==> src/rtl/signed_product_bcd_if.sv <==
// Handshake and result bundle between a two's-complement product source and
// the BCD converter that drives the seven-segment path.
interface signed_product_bcd_if #(
    parameter int W      = 8,
    parameter int DIGITS = 3
);
    logic                  START;
    logic [W-1:0]          PRODUCT;
    logic                  BUSY;
    logic                  DONE;
    logic                  VALID;
    logic                  NEG;
    logic [4*DIGITS-1:0]   BCD;

    modport master (
        output START, PRODUCT,
        input  BUSY, DONE, VALID, NEG, BCD
    );

    modport slave (
        input  START, PRODUCT,
        output BUSY, DONE, VALID, NEG, BCD
    );
endinterface

==> src/rtl/signed_product_bcd.sv <==
// Sequential double-dabble converter: signed product -> sign flag plus BCD
// magnitude, one add-3/shift step per clock, last result held on outputs.
module signed_product_bcd #(
    parameter int W      = 8,
    parameter int DIGITS = 3
) (
    input  logic                  CLK,
    input  logic                  RESET,
    signed_product_bcd_if.slave   bus
);
    localparam int SW = 4 * DIGITS;
    localparam int TW = SW + W;
    localparam int CW = $clog2(W + 1);

    typedef enum logic {IDLE, SHIFT} state_t;

    state_t          r_state;
    state_t          w_state_next;
    logic [TW-1:0]   r_work;
    logic [TW-1:0]   w_adj;
    logic [TW-1:0]   w_shifted;
    logic [CW-1:0]   r_cnt;
    logic            r_neg_work;
    logic            r_neg;
    logic            r_done;
    logic            r_valid;
    logic [SW-1:0]   r_bcd;
    logic [W-1:0]    w_mag;
    logic            w_accept;
    logic            w_last;

    assign w_accept = (r_state == IDLE) && bus.START;
    assign w_last   = (r_state == SHIFT) && (r_cnt == CW'(1));

    // Plain W-bit negate, so the most negative value maps to 2^(W-1).
    assign w_mag = bus.PRODUCT[W-1] ? (~bus.PRODUCT + W'(1)) : bus.PRODUCT;

    genvar gi;
    generate
        for (gi = 0; gi < DIGITS; gi++) begin : g_nibble
            assign w_adj[W+4*gi +: 4] = (r_work[W+4*gi +: 4] >= 4'd5)
                                      ? r_work[W+4*gi +: 4] + 4'd3
                                      : r_work[W+4*gi +: 4];
        end
    endgenerate

    assign w_adj[W-1:0] = r_work[W-1:0];
    assign w_shifted    = {w_adj[TW-2:0], 1'b0};

    always_ff @(posedge CLK) begin
        if (RESET) begin
            r_state <= IDLE;
        end else begin
            r_state <= w_state_next;
        end
    end

    always_comb begin
        w_state_next = r_state;
        case (r_state)
            IDLE:    if (bus.START) w_state_next = SHIFT;
            SHIFT:   if (r_cnt == CW'(1)) w_state_next = IDLE;
            default: w_state_next = IDLE;
        endcase
    end

    always_comb begin
        bus.BUSY  = (r_state == SHIFT);
        bus.DONE  = r_done;
        bus.VALID = r_valid;
        bus.NEG   = r_neg;
        bus.BCD   = r_bcd;
    end

    always_ff @(posedge CLK) begin
        if (RESET) begin
            r_work     <= '0;
            r_cnt      <= '0;
            r_neg_work <= 1'b0;
            r_neg      <= 1'b0;
            r_done     <= 1'b0;
            r_valid    <= 1'b0;
            r_bcd      <= '0;
        end else begin
            r_done <= 1'b0;
            if (w_accept) begin
                r_work     <= {{SW{1'b0}}, w_mag};
                r_cnt      <= CW'(W);
                r_neg_work <= bus.PRODUCT[W-1];
            end else if (r_state == SHIFT) begin
                r_work <= w_shifted;
                r_cnt  <= r_cnt - CW'(1);
                if (w_last) begin
                    r_bcd   <= w_shifted[TW-1:W];
                    r_neg   <= r_neg_work;
                    r_done  <= 1'b1;
                    r_valid <= 1'b1;
                end
            end
        end
    end
endmodule

==> src/flat_wrapper.sv <==
// flat-port wrapper written by rule: the top's interface ports become plain ports
module signed_product_bcd_flat 
#(
    parameter int W      = 8,
    parameter int DIGITS = 3
)
  (CLK, RESET, bus_START, bus_PRODUCT, bus_BUSY, bus_DONE, bus_VALID, bus_NEG, bus_BCD);
  signed_product_bcd_if #(.W(W), .DIGITS(DIGITS)) bus_i ();
  input  logic CLK;
  input  logic RESET;
  input wire logic [$bits(bus_i.START)-1:0] bus_START;
  input wire logic [$bits(bus_i.PRODUCT)-1:0] bus_PRODUCT;
  output wire logic [$bits(bus_i.BUSY)-1:0] bus_BUSY;
  output wire logic [$bits(bus_i.DONE)-1:0] bus_DONE;
  output wire logic [$bits(bus_i.VALID)-1:0] bus_VALID;
  output wire logic [$bits(bus_i.NEG)-1:0] bus_NEG;
  output wire logic [$bits(bus_i.BCD)-1:0] bus_BCD;
  assign bus_i.START = bus_START;
  assign bus_i.PRODUCT = bus_PRODUCT;
  assign bus_BUSY = bus_i.BUSY;
  assign bus_DONE = bus_i.DONE;
  assign bus_VALID = bus_i.VALID;
  assign bus_NEG = bus_i.NEG;
  assign bus_BCD = bus_i.BCD;
  signed_product_bcd #(.W(W), .DIGITS(DIGITS)) u_core (.CLK(CLK), .RESET(RESET), .bus(bus_i));
endmodule
==> config.mk <==
export PLATFORM = sky130hd
export DESIGN_NAME = signed_product_bcd_flat
export DESIGN_NICKNAME = d
export VERILOG_FILES = /design/src/rtl/signed_product_bcd_if.sv /design/src/rtl/signed_product_bcd.sv /design/src/flat_wrapper.sv
export SDC_FILE = /design/constraint.sdc
export NUM_CORES = 1
export LEC_CHECK = 0
export ABC_AREA = 1
export BUFFER_PORTS_ARGS = -buffer_cell sky130_fd_sc_hd__buf_2
export CAP_MARGIN = 10
export CORE_AREA = 3 3 64 66
export CTS_CLUSTER_DIAMETER = 80
export DETAILED_ROUTE_END_ITERATION = 10
export DIE_AREA = 0 0 67 69
export PLACE_DENSITY = 0.79
export REMOVE_ABC_BUFFERS = 1
export SYNTH_ARGS = -nofsm -noshare
export SYNTH_HDL_FRONTEND = slang
export SYNTH_SLANG_ARGS = --single-unit
==> constraint.sdc <==
create_clock -name CLK -period 1.75 [get_ports CLK]
set_clock_uncertainty 0.15 [all_clocks]
set_input_delay 0.525 -clock CLK [delete_from_list [all_inputs] [get_ports CLK]]
set_output_delay 0.525 -clock CLK [all_outputs]
set_load 0.05 [all_outputs]
==> impl_metrics.env <==
export IMPL_final_cell_area_um2=2335
export IMPL_fmax_ghz=0.6093
export IMPL_drc_errors=0
export IMPL_pre_cts_slack_ns=0.1197
export IMPL_ir_drop_v=0.0004134
export IMPL_crit_slowest_cell="dfxtp_2"
export IMPL_maxCapViolations=0
export IMPL_ys_types=28
export IMPL_path_max_fanout=7
export IMPL_ant_nets=0
export IMPL_ff2ff_path_depth=8
export IMPL_total_leakage_power_nw=1.141
export IMPL_cp_end_kind="primary output"
export IMPL_p_sw_share_pct=26.69
export IMPL_grt_pass1_vias=1587
export IMPL_finalWeightedCongestion=0.8226
export IMPL_pwr_share_comb_pct=13.9
export IMPL_cts_root_buf="clkbuf_8"
export IMPL_grt_use_total_pct=18.77
export IMPL_multi_input_comb_area_um2=950.9
export IMPL_postCtsSetupBuffers=0
export IMPL_clock_latency_ns=0.30
export IMPL_netlist_area_leader_share_pct=41.41
export IMPL_crit_type="flop to primary output"
export IMPL_hold_violations=0
export IMPL_cts_path_max_buffers=2
export IMPL_hold_path_endpoint="u_core.bus.BCD[9]$_SDFFE_PP0P_"
export IMPL_rsz0062_at_grt="false"
export IMPL_p_int_mw=1.505
export IMPL_power_per_cell_area_nw_per_um2=879.1
export IMPL_avgRoutedWirePerCell_um=11.34
export IMPL_rows=22
export IMPL_ys_seq_elements=41
export IMPL_p_total_mw=2.053
export IMPL_switchingPower_uw=547.7
export IMPL_place_area_um2=2205
export IMPL_worst_path_buf_inv=1
export IMPL_drive_gt1_share_pct=20.13
export IMPL_gr_total_overflow=0
export IMPL_syn_area_um2=1982
export IMPL_io_buffers=26
export IMPL_finalWorstSetupSlack_ns=0.1088
export IMPL_status="finished clean"
export IMPL_core_um2=3633
export IMPL_drv_slew=0
export IMPL_final_seq_area_um2=822.0
export IMPL_ios=27
export IMPL_wirelength_um=3979
export IMPL_min_period_ns=1.641
export IMPL_cts_clk_slew_worst_paths_ns=0.08
export IMPL_p_clk_share_pct=37.1
export IMPL_start_util_pct=54.55
export IMPL_area_growth_pct=17.80
export IMPL_die_area_um2=4623
export IMPL_cp_top_family="flip-flops"
export IMPL_cts_tree="yes"
export IMPL_dieWidth_um=67
export IMPL_antenna_found_initial=0
export IMPL_drt_initial_drc_count=96
export IMPL_timing_final_crit_share_pct=93.78
export IMPL_finalSetupTns_ns=0
export IMPL_dr_pass1_iters=4
export IMPL_synth_avg_cell_area_um2=7.451
export IMPL_cts_buffers=5
export IMPL_ys_warn_count=0
export IMPL_seq_area_frac_synth_pct=41.41
export IMPL_min_path_type="flop to flop"
export IMPL_dp_hpwl_um=2976
export IMPL_viasPerCell=4.952
export IMPL_synth_cells=266
export IMPL_nets=322
export IMPL_num_vias=1738
export IMPL_antenna_cells=0
export IMPL_hold_depth=2
export IMPL_worstPathArrival_ns=0.97
export IMPL_fill_cells=352
export IMPL_cp_required_ns=1.07
export IMPL_hold_worst_slack_ns=0.3023
export IMPL_max_stage_delay_ns=0.43
export IMPL_htreeDepth=2
export IMPL_finalSetupViolCount=0
export IMPL_start_kind="flop"
export IMPL_yosysTopAreaCell="dfxtp_1"
export IMPL_clock_sinks=41
export IMPL_p_seq_share_pct=48.9
export IMPL_synth_area_top_cells="dfxtp_1, nand2_1, inv_1"
export IMPL_hold_start="u_core.bus.BCD[9]$_SDFFE_PP0P_"
export IMPL_r2r_start="u_core.r_work[9]$_SDFFE_PP0P_"
export IMPL_die_h_um=69
export IMPL_worstReg2RegEnd="u_core.bus.BCD[2]$_SDFFE_PP0P_"
export IMPL_grt_max_degree=21
export IMPL_crit_chain="buf_4"
export IMPL_grt_pass1_wl_um=6762
export IMPL_max_slew_worst_pin_slew_ns=0.3401
export IMPL_rrSetupSlack_ns=0.14
export IMPL_timing_slew_headroom_pct=77.09
[cells by family (layout without fill, tap and decap cells)]
family	count (synthesis)	in the layout	share of synthesized area (%)
simple gates	95	95	21.47
compound gates	66	66	19.38
buf+inv	53	90	11.17
flops	41	41	41.41
fa+ha+maj	9	9	5.682
xor+xnor	2	2	0.8840
[how the worst max path moves through the flow]
stage	end	cells past startpoint	slack, ns	start
floorplan	u_core.r_work[19]$_SDFFE_PP0P_	6	-0.41	u_core.bus.BUSY$_SDFF_PP0_
global placement	u_core.bus.BCD[2]$_SDFFE_PP0P_	8	0.14	u_core.r_work[8]$_SDFFE_PP0P_
detailed placement	u_core.bus.BCD[2]$_SDFFE_PP0P_	7	0.12	u_core.r_work[9]$_SDFFE_PP0P_
CTS	bus_BUSY	1	0.09	u_core.bus.BUSY$_SDFF_PP0_
global route	u_core.r_work[13]$_SDFFE_PP0P_	9	0.01	u_core.r_work[12]$_SDFFE_PP0P_
finish	bus_BUSY	1	0.11	u_core.bus.BUSY$_SDFF_PP0_
[placed cells by master (no fill, tap or decap)]
cell type   instances
inv_1              42
buf_4              12
inv_4               1
nand3b_1            1
bufinv_16           1
nor3_1              2
nand2_2             1
a22o_1              4
a22oi_1             6
clkinv_4            1
a21o_1              1
o21ai_0            20
nor2_1             11
ha_1                9
or2_2               2
xor2_1              1
nor3_4              2
buf_2              25
dfxtp_1            40
clkbuf_8            5
nand2_1            58
xor2_2              1
nand3_1            16
o21ai_2             5
nand2_4             1
o21a_1              1
inv_2               2
a31oi_1             3
dfxtp_2             1
nand4_1             1
o21ai_1             2
clkinvlp_4          1
a21oi_1            24
[power groups by stage]
stage	sequential (mW)	combinational (mW)	clock [mW]
floorplan	1.04	0.168	0
global placement	1.02	0.273	0
detailed placement	1.02	0.280	0
CTS	1.00	0.284	0.788
global route	1.01	0.329	0.819
finish	1.00	0.286	0.762
[through the flow]
step | util [%] | cells
detailed placement | 60.67 | 343
global placement | 60.67 | 343
CTS | 63.95 | 351
finish | 64.26 | 351
global route | 64.26 | 351
floorplan | - | 258
[repair_timing]
item                                    CTS  global route
resized for setup                         2             4
pin swaps                                 0             0
hold buffers                              0             0
endpoints found under the setup margin    1             4
[state kept, by name, indices dropped and copies added, names as in the netlist]
name,flops
u_core.bus.VALID,1
u_core.bus.BCD,12
u_core.bus.DONE,1
u_core.bus.BUSY,1
u_core.r_neg_work,1
u_core.r_cnt,4
u_core.bus.NEG,1
u_core.r_work,20
[area by class of cell]
class | count | area share, %
tap | 48 | 2.572
clock inverter | 3 | 1.983
multi-input combinational | 172 | 40.73
sequential | 41 | 35.21
clock buffer | 5 | 2.947
timing repair buffer | 37 | 9.218
inverter | 45 | 7.342
[routing by layer]
layer	global-route usage [%]	routed length, um
met3	5.049	203
met4	7.432	58
met2	31.88	1931
met1	21.79	1785
met5	0	0
[Yosys cell counts (all sizes together)]
library cell / instances
nor2: 11
nand3b: 1
o21a: 1
xor2: 2
a31oi: 3
nor3: 4
a22oi: 6
o21ai: 27
clkbuf: 2
nand2: 60
or2: 2
nand4: 1
ha: 9
nand3: 16
dfxtp: 41
a22o: 4
a21oi: 24
a21o: 1
inv: 45
buf: 6
(Power assumes the default switching activity.)
